--- src/rtl/adder_pkg.sv ---
// Types and constants shared by the adder, its operand driver, the result FIFO and the scoreboard.
package adder_pkg;

  localparam int ADDER_WIDTH = 32;

  typedef struct packed {
    logic                   cout;
    logic [ADDER_WIDTH-1:0] sum;
  } adder_result_t;

endpackage

--- src/rtl/adder_result_fifo_if.sv ---
// Producer/consumer handshake bundle around the adder result FIFO.
interface adder_result_fifo_if #(
  parameter int WIDTH = adder_pkg::ADDER_WIDTH
);
  logic             in_valid;
  logic             in_ready;
  logic [WIDTH-1:0] in_sum;
  logic             in_cout;
  logic             out_valid;
  logic             out_ready;
  logic [WIDTH-1:0] out_sum;
  logic             out_cout;

  modport master (
    output in_valid, in_sum, in_cout, out_ready,
    input  in_ready, out_valid, out_sum, out_cout
  );

  modport slave (
    input  in_valid, in_sum, in_cout, out_ready,
    output in_ready, out_valid, out_sum, out_cout
  );
endinterface

--- src/rtl/adder_result_fifo_mem.sv ---
// Storage array for the result FIFO: synchronous write, asynchronous read.
module adder_result_fifo_mem #(
  parameter int WIDTH = 32,
  parameter int DEPTH = 8
) (
  input  logic                     clk,
  input  logic                     we,
  input  logic [$clog2(DEPTH)-1:0] waddr,
  input  logic [WIDTH:0]           wdata,
  input  logic [$clog2(DEPTH)-1:0] raddr,
  output logic [WIDTH:0]           rdata
);

  logic [WIDTH:0] mem [DEPTH];

  always_ff @(posedge clk) begin
    if (we) mem[waddr] <= wdata;
  end

  assign rdata = mem[raddr];

endmodule

--- src/rtl/adder_result_fifo.sv ---
// First-word-fall-through buffer for adder {Cout,Sum} results with drop and carry counters.
module adder_result_fifo
  import adder_pkg::*;
#(
  parameter int WIDTH = ADDER_WIDTH,
  parameter int DEPTH = 8,
  parameter int CNT_W = 16
) (
  input  logic                   clk,
  input  logic                   rst,
  adder_result_fifo_if.slave     bus,
  output logic [$clog2(DEPTH):0] level,
  output logic [CNT_W-1:0]       drop_cnt,
  output logic [CNT_W-1:0]       carry_cnt
);

  localparam int PTR_W = $clog2(DEPTH);
  localparam int LVL_W = PTR_W + 1;
  localparam logic [LVL_W-1:0] FULL_LVL = LVL_W'(DEPTH);

  logic [PTR_W-1:0] wr_ptr;
  logic [PTR_W-1:0] rd_ptr;
  logic             push;
  logic             pop;
  logic [WIDTH:0]   head;

  function automatic logic [CNT_W-1:0] sat_inc(input logic [CNT_W-1:0] v);
    return (&v) ? v : v + CNT_W'(1);
  endfunction

  assign bus.in_ready  = (level != FULL_LVL);
  assign bus.out_valid = (level != '0);
  assign push          = bus.in_valid & bus.in_ready;
  assign pop           = bus.out_valid & bus.out_ready;

  adder_result_fifo_mem #(
    .WIDTH (WIDTH),
    .DEPTH (DEPTH)
  ) u_mem (
    .clk   (clk),
    .we    (push & ~rst),
    .waddr (wr_ptr),
    .wdata ({bus.in_cout, bus.in_sum}),
    .raddr (rd_ptr),
    .rdata (head)
  );

  // Empty FIFO shows zeros rather than stale storage.
  assign bus.out_sum  = bus.out_valid ? head[WIDTH-1:0] : '0;
  assign bus.out_cout = bus.out_valid ? head[WIDTH]     : 1'b0;

  always_ff @(posedge clk) begin
    if (rst) begin
      wr_ptr    <= '0;
      rd_ptr    <= '0;
      level     <= '0;
      drop_cnt  <= '0;
      carry_cnt <= '0;
    end else begin
      if (push) wr_ptr <= wr_ptr + PTR_W'(1);
      if (pop)  rd_ptr <= rd_ptr + PTR_W'(1);
      if (push && !pop)      level <= level + LVL_W'(1);
      else if (pop && !push) level <= level - LVL_W'(1);
      if (bus.in_valid && !bus.in_ready) drop_cnt  <= sat_inc(drop_cnt);
      if (push && bus.in_cout)           carry_cnt <= sat_inc(carry_cnt);
    end
  end

endmodule
--- src/flat_wrapper.sv ---
// flat-port wrapper written by rule: the top's interface ports become plain ports
module adder_result_fifo_flat import adder_pkg::*;
#(
  parameter int WIDTH = ADDER_WIDTH,
  parameter int DEPTH = 8,
  parameter int CNT_W = 16
)
  (clk, rst, level, drop_cnt, carry_cnt, bus_in_valid, bus_in_sum, bus_in_cout, bus_out_ready, bus_in_ready, bus_out_valid, bus_out_sum, bus_out_cout);
  adder_result_fifo_if #(.WIDTH(WIDTH)) bus_i ();
  input  logic clk;
  input  logic rst;
  output logic [$clog2(DEPTH):0] level;
  output logic [CNT_W-1:0] drop_cnt;
  output logic [CNT_W-1:0] carry_cnt;
  input wire logic [$bits(bus_i.in_valid)-1:0] bus_in_valid;
  input wire logic [$bits(bus_i.in_sum)-1:0] bus_in_sum;
  input wire logic [$bits(bus_i.in_cout)-1:0] bus_in_cout;
  input wire logic [$bits(bus_i.out_ready)-1:0] bus_out_ready;
  output wire logic [$bits(bus_i.in_ready)-1:0] bus_in_ready;
  output wire logic [$bits(bus_i.out_valid)-1:0] bus_out_valid;
  output wire logic [$bits(bus_i.out_sum)-1:0] bus_out_sum;
  output wire logic [$bits(bus_i.out_cout)-1:0] bus_out_cout;
  assign bus_i.in_valid = bus_in_valid;
  assign bus_i.in_sum = bus_in_sum;
  assign bus_i.in_cout = bus_in_cout;
  assign bus_i.out_ready = bus_out_ready;
  assign bus_in_ready = bus_i.in_ready;
  assign bus_out_valid = bus_i.out_valid;
  assign bus_out_sum = bus_i.out_sum;
  assign bus_out_cout = bus_i.out_cout;
  adder_result_fifo #(.WIDTH(WIDTH), .DEPTH(DEPTH), .CNT_W(CNT_W)) u_core (.clk(clk), .rst(rst), .bus(bus_i), .level(level), .drop_cnt(drop_cnt), .carry_cnt(carry_cnt));
endmodule
--- config.mk ---
export PLATFORM = sky130hd
export DESIGN_NAME = adder_result_fifo_flat
export DESIGN_NICKNAME = d
export VERILOG_FILES = /design/src/rtl/adder_pkg.sv /design/src/rtl/adder_result_fifo_if.sv /design/src/rtl/adder_result_fifo_mem.sv /design/src/rtl/adder_result_fifo.sv /design/src/flat_wrapper.sv
export SDC_FILE = /design/constraint.sdc
export NUM_CORES = 1
export LEC_CHECK = 0
export ABC_AREA = 1
export CAP_MARGIN = 25
export CORE_MARGIN = 10
export CORE_UTILIZATION = 40
export DETAILED_ROUTE_END_ITERATION = 7
export PLACE_DENSITY_LB_ADDON = 0.08
export RECOVER_POWER = 100
export SLEW_MARGIN = 5
export SYNTH_ARGS = -nofsm -noshare
export SYNTH_HDL_FRONTEND = slang
export SYNTH_SLANG_ARGS = --single-unit
--- constraint.sdc ---
create_clock -name clk -period 6.55 [get_ports clk]
set_input_delay 0.655 -clock clk [delete_from_list [all_inputs] [get_ports clk]]
set_output_delay 0.655 -clock clk [all_outputs]
set_load 0.01 [all_outputs]
== After elaboration in Yosys (flattened, before gate mapping) ==
Memory sizes are Yosys's and may differ from the RTL's. A register that Yosys moved wholly into a read port is not among the register bits.
Index checks and enable logic that the tools add are counted.

* Word-level logic and storage cells: 40
* Register bits after elaboration: 42
* Memories: 1
* RAM bits: 264
* Input bits: 37

* Equality and inequality tests: 1
* Add/sub/neg operators: 6
* Bitwise logic cells: 6
* Reduce and logical (&&, ||, !) cells: 13
* Multiplexer cells: 8

{| class="wikitable"
|+ Memories
! memory !! depth !! bits a word !! rd ports !! clocked after Yosys merged registers in !! write ports !! RTL line !! source
|-
| u_core.u_mem.mem || 8 || 33 || 1 || 1 || 1 || adder_result_fifo_mem.sv:14 || <nowiki>logic [WIDTH:0] mem [DEPTH];</nowiki>
|}

{| class="wikitable"
|+ Operator list
! operator !! count
|-
| $add A16 B1 Y16 const B || 2
|-
| $mux W32 || 1
|-
| $reduce_and A16 Y1 || 2
|-
| $mux W4 || 2
|-
| $add A3 B1 Y3 const B || 2
|-
| $mux W3 || 2
|-
| $add A4 B1 Y4 const B || 1
|-
| $logic_and A1 B1 Y1 || 4
|-
| $ne A4 B4 Y1 const B || 1
|-
| $reduce_and A2 Y1 || 2
|-
| $reduce_bool A4 Y1 || 1
|-
| $sub A4 B1 Y4 const B || 1
|-
| $and A1 B1 Y1 || 3
|-
| $logic_not A1 Y1 || 3
|-
| $mux W1 || 3
|-
| $not A1 Y1 || 3
|-
| $reduce_bool A2 Y1 || 1
|}

== Depth between registers and ports, before layout ==
* Word-level depth: 6
* Mapped depth: 15
* Mapped depth without buffers: 15

== By module ==
From an unflattened synthesis, not the netlist that was laid out.

* Cells, all modules: 1,604
* Area total of the unflattened synthesis: 14,313.7 sq um

{| class="wikitable"
|+ Modules (own cells, without submodules)
! module !! area an instance (sq um) !! seq. area each (sq um) !! instances !! cells an instance
|-
| adder_result_fifo_mem || 11,566.1 || 7,927.6 || 1 || 1,159
|-
| adder_result_fifo || 2,747.6 || 840.8 || 1 || 445
|}

== Least setup slack after synthesis ==
Ideal clock, no wire load.

* Path kind: register to register
* From: reg u_core.level[0]
* To: mem u_core.u_mem.mem[6][0] (netlist name) (enable)
* Setup slack: 2.792 ns
* Setup time: 0.465 ns
* Path buffers: 0
* Cell stages (with the launch flop): 7
* Arrival: 3.294 ns
* Cell sequence: dfxtp_1 > nor2_1 > nand2_2 > nand2_1 > nor2_1 > inv_1 > nor3_1

* Longest elaborated chain between the ends: 5

{| class="wikitable"
|+ RTL lines
! element !! RTL line !! source
|-
| from (decl) || adder_result_fifo.sv:12 || <nowiki>output logic [$clog2(DEPTH):0] level,</nowiki>
|-
| from (signal assigned) || adder_result_fifo.sv:62 || <nowiki>if (push && !pop) level <= level + LVL_W'(1);</nowiki>
|-
| from (signal assigned) || adder_result_fifo.sv:63 || <nowiki>else if (pop && !push) level <= level - LVL_W'(1);</nowiki>
|-
| $ne A4 B4 Y1 || adder_result_fifo.sv:31 || <nowiki>assign bus.in_ready = (level != FULL_LVL);</nowiki>
|-
| named net bus_in_ready || flat_wrapper.sv:19 || <nowiki>output wire logic [$bits(bus_i.in_ready)-1:0] bus_in_ready;</nowiki>
|-
| $and A1 B1 Y1 || adder_result_fifo.sv:33 || <nowiki>assign push = bus.in_valid & bus.in_ready;</nowiki>
|-
| $and A1 B1 Y1 || adder_result_fifo.sv:41 || <nowiki>.we (push & ~rst),</nowiki>
|-
| $mux W1 || adder_result_fifo_mem.sv:17 || <nowiki>if (we) mem[waddr] <= wdata;</nowiki>
|-
| $mux W1 (not written as such) || adder_result_fifo_mem.sv:17 ||
|-
| to (decl) || adder_result_fifo_mem.sv:14 ||
|}

The timed path passes the listed nets, and every way through them passes these cells.

== Worst setup path after layout ==
* From: reg u_core.level[0]
* To: out bus_out_cout

* Longest elaborated chain between the ends: 2

{| class="wikitable"
|+ RTL lines
! element !! RTL line !! source
|-
| $reduce_bool A4 Y1 || adder_result_fifo.sv:32 || <nowiki>assign bus.out_valid = (level != '0);</nowiki>
|-
| $mux W1 || adder_result_fifo.sv:50 || <nowiki>assign bus.out_cout = bus.out_valid ? head[WIDTH] : 1'b0;</nowiki>
|-
| to (decl) || flat_wrapper.sv:22 || <nowiki>output wire logic [$bits(bus_i.out_cout)-1:0] bus_out_cout;</nowiki>
|}

Every way passes these cells.

==> metrics.md <==
| Metric | Value |
|---|---|
| GP Congestion | `0.779` |
| Worst setup path end | `bus_out_cout` |
| Number of global-route vias before repair | `8992` |
| Initial Util | `0.407` |
| H-tree level count | `2` |
| Final ANT Viol Nets | `0` |
| Worst EP arrival | `4.09 ns` |
| Layout area overhead | `18.8%` |
| Vias/cell | `5.12` |
| Max Cap Viol | `7` |
| Slew @ Worst Pin | `2.65 ns` |
| Register area | `0.00884 mm2` |
| Post-cts hold buffer count | `0` |
| Final slew viol count | `193` |
| IO Count | `108` |
| Largest net degree at the start of global routing | `105` |
| Number of fillers in the final layout | `2948` |
| Clk_lat worst skew | `0.50 ns` |
| Final nets | `1348` |
| Iteration-0 DRC Markers | `464` |
| Cell taking the most area after synthesis | `edfxtp_1` |
| Antenna violations before repair | `4` |
| Global-route wire length before repair | `49.3 mm` |
| Top cells by count, synth | `nor2_1, edfxtp_1, o21ai_0` |
| Area share of the largest cell type after synthesis | `0.613` |
| Final setup TNS | `0 ns` |
| Util after Layout | `0.484` |
| Mapped Nets | `1245` |
| Vias | `8861` |
| Root Buffer | `clkbuf_16` |
| Ys Warns | `0` |
| Cells after DPL | `1667` |
| Startpoint types | `flip-flop` |
| VDD IR max | `140 uV` |
| DP Area | `0.0144 mm2` |
| Post-synth EDFFs | `264` |
| Avg Inst Size Synth | `10.8 um2` |
| Fin crit period | `4.75 ns` |
| Synthesis-stage register bit count | `309` |
| Sequential area share after synthesis | `0.683` |
| Remaining Overflow, GRT | `0` |
| P_leak | `5.36 nW` |
| Reg2Reg Setup Slack | `2.41 ns` |
| Row count | `65` |
| Sink Count | `309` |
| Remaining DRCs | `0` |
| Fin cells | `1730` |
| Worst r2r path cells | `7` |
| Crit. End Element | `output port` |
| Num CTS Buffers | `35` |
| Power per cell area | `360 mW/mm2` |
| CTS clk-pin slew, worst paths | `0.06 ns` |
| Routed WL per cell | `18.0 um` |
| Failing checks | `max-capacitance violations, max-slew violations` |
| Post-synthesis cell area | `0.0129 mm2` |
| Die H | `200 um` |
| Die area | `0.0399 mm2` |
| Fmax | `211 MHz` |
| Multi-input logic area | `0.00366 mm2` |
| Relative slew slack | `-0.769` |
| Reg-to-reg endpoint | `u_core.u_mem.mem[1][32]` |
| Core area | `0.0317 mm2` |
| Tcrit/Tclk final | `0.725` |
| Synth unique cells | `34` |
| Final Hold Fails | `0` |
| Status | `complete, but fails checks` |
| CTS tree | `done` |
| Layout cells sized above 1 | `0.0611` |
| Worst Path Class, Setup | `reg -> out` |
| Worst path required time | `5.89 ns` |
| Clock skew | `0.0129 ns` |
| Post-DP HPWL | `17.5 mm` |
| Ys flop type | `edfxtp_1` |
| Crit path from | `u_core.level[0]` |
| Reg2reg start | `u_core.level[0]` |
| Initial DRT Pass Iterations | `5` |
| Total GRT Usage | `0.158` |
| WL final | `31.1 mm` |
| Total power | `5.52 mW` |
| Die X-Extent | `200 um` |
| Mapped Cells | `1200` |
| # resized after CTS | `0` |
| Maximum buffer depth of the clock tree | `3` |
| Design area | `0.0154 mm2` |
| # Post-CTS Setup Buffers | `0` |
| Max FO, Critical Path | `37` |
| Top cells by area, synth | `edfxtp_1, nor2_1, dfxtp_1, o21ai_0, o21ai_1` |
| FFs w/ async S/R, synth | `0` |
| Min-Delay Path Class | `reg -> reg` |
| Endpoints failing setup | `0` |
| Input/output buffers | `107` |
| Count leader, synth | `nor2_1` |
| RSZ-0062 raised after global routing | `no` |
## worst max-delay path: stages, from the launching register on
cell and delay, ns:
dfxtp_1 0.42, nor2_1 0.11, nand3_2 0.07, clkbuf_1 1.61, o21ai_0 0.37, nor2_1 0.34
dlygate4sd3_1 0.66
## power breakdown
| group | internal, mW | leakage (nW) | switching, mW |
|---|---|---|---|
| combinational | 0.585 | 2.10 | 0.847 |
| clock | 1.05 | 0.502 | 0.726 |
| sequential | 2.21 | 2.75 | 0.100 |
## kinds of logic after synthesis
logic type                 Yosys count  share of synthesized area
buffers and inverters               94                     0.0333
adders and majority gates            8                    0.00833
and+or+nand+nor                    503                      0.163
AOI/OAI and AO/OA                  281                      0.109
xor gates and xnor gates             5                    0.00339
DFF                                309                      0.683
## flip-flops by register name (all words and copies together), names as in the netlist, named ones only
name	flops
u_core.carry_cnt	16
u_core.drop_cnt	16
u_core.level	4
u_core.rd_ptr	3
u_core.u_mem.mem	264
u_core.wr_ptr	3
## layout make-up
cell class | count | share of cell area
clock buffer | 42 | 0.0587
inverter | 35 | 0.00864
antenna | 2 | 0.000326
clock inverter | 18 | 0.00864
timing repair buffer | 125 | 0.0769
sequential | 309 | 0.575
multi-input combinational | 797 | 0.239
tap | 402 | 0.0328
## through the flow
stage          hold WS (ns)  setup WS (ns)
2_1_floorplan         0.459           2.79
3_3_place_gp          0.466           2.88
3_5_place_dp          0.473           2.86
4_1_cts               0.487           2.31
5_1_grt               0.500           1.46
6_report              0.481           1.80
## layer usage
| metal | vias up | GRT usage | routed length (um) |
|---|---|---|---|
| li1 | 4380 | - | - |
| met1 | 4274 | 0.207 | 14100 |
| met2 | 164 | 0.260 | 14900 |
| met3 | 41 | 0.0338 | 1620 |
| met4 | 2 | 0.0421 | 478 |
| met5 | - | 0 | 8 |
## cells in the final DEF (no fill, tap or decap), types with 3 or more instances in the layout
cell type          n
nor2_1           337
edfxtp_1         264
o21ai_0          161
nand2_1           96
o21ai_1           83
dlygate4sd3_1     82
dfxtp_1           42
clkbuf_16         35
nand3_1           34
a21oi_1           34
inv_1             27
clkdlybuf4s50_1   25
clkbuf_1          19
clkinv_1          12
nand4_1            7
ha_1               7
inv_2              6
nand2_2            6
nor3_1             5
buf_4              5
clkinv_2           4
nor2_4             4
nor2_2             4
xor2_1             4
nand2_4            3
## worst min path at each step
stage          depth (start not counted)        startpoint  slack (ns)         to
6_report                               2  u_core.rd_ptr[1]        0.48  flip-flop
5_1_grt                                2  u_core.rd_ptr[1]        0.50  flip-flop
3_5_place_dp                           2  u_core.rd_ptr[1]        0.47  flip-flop
3_3_place_gp                           2  u_core.rd_ptr[1]        0.47  flip-flop
2_1_floorplan                          2  u_core.rd_ptr[1]        0.46  flip-flop
4_1_cts                                2  u_core.rd_ptr[1]        0.49  flip-flop
Note: power is estimated with default switching activity, not from simulation.
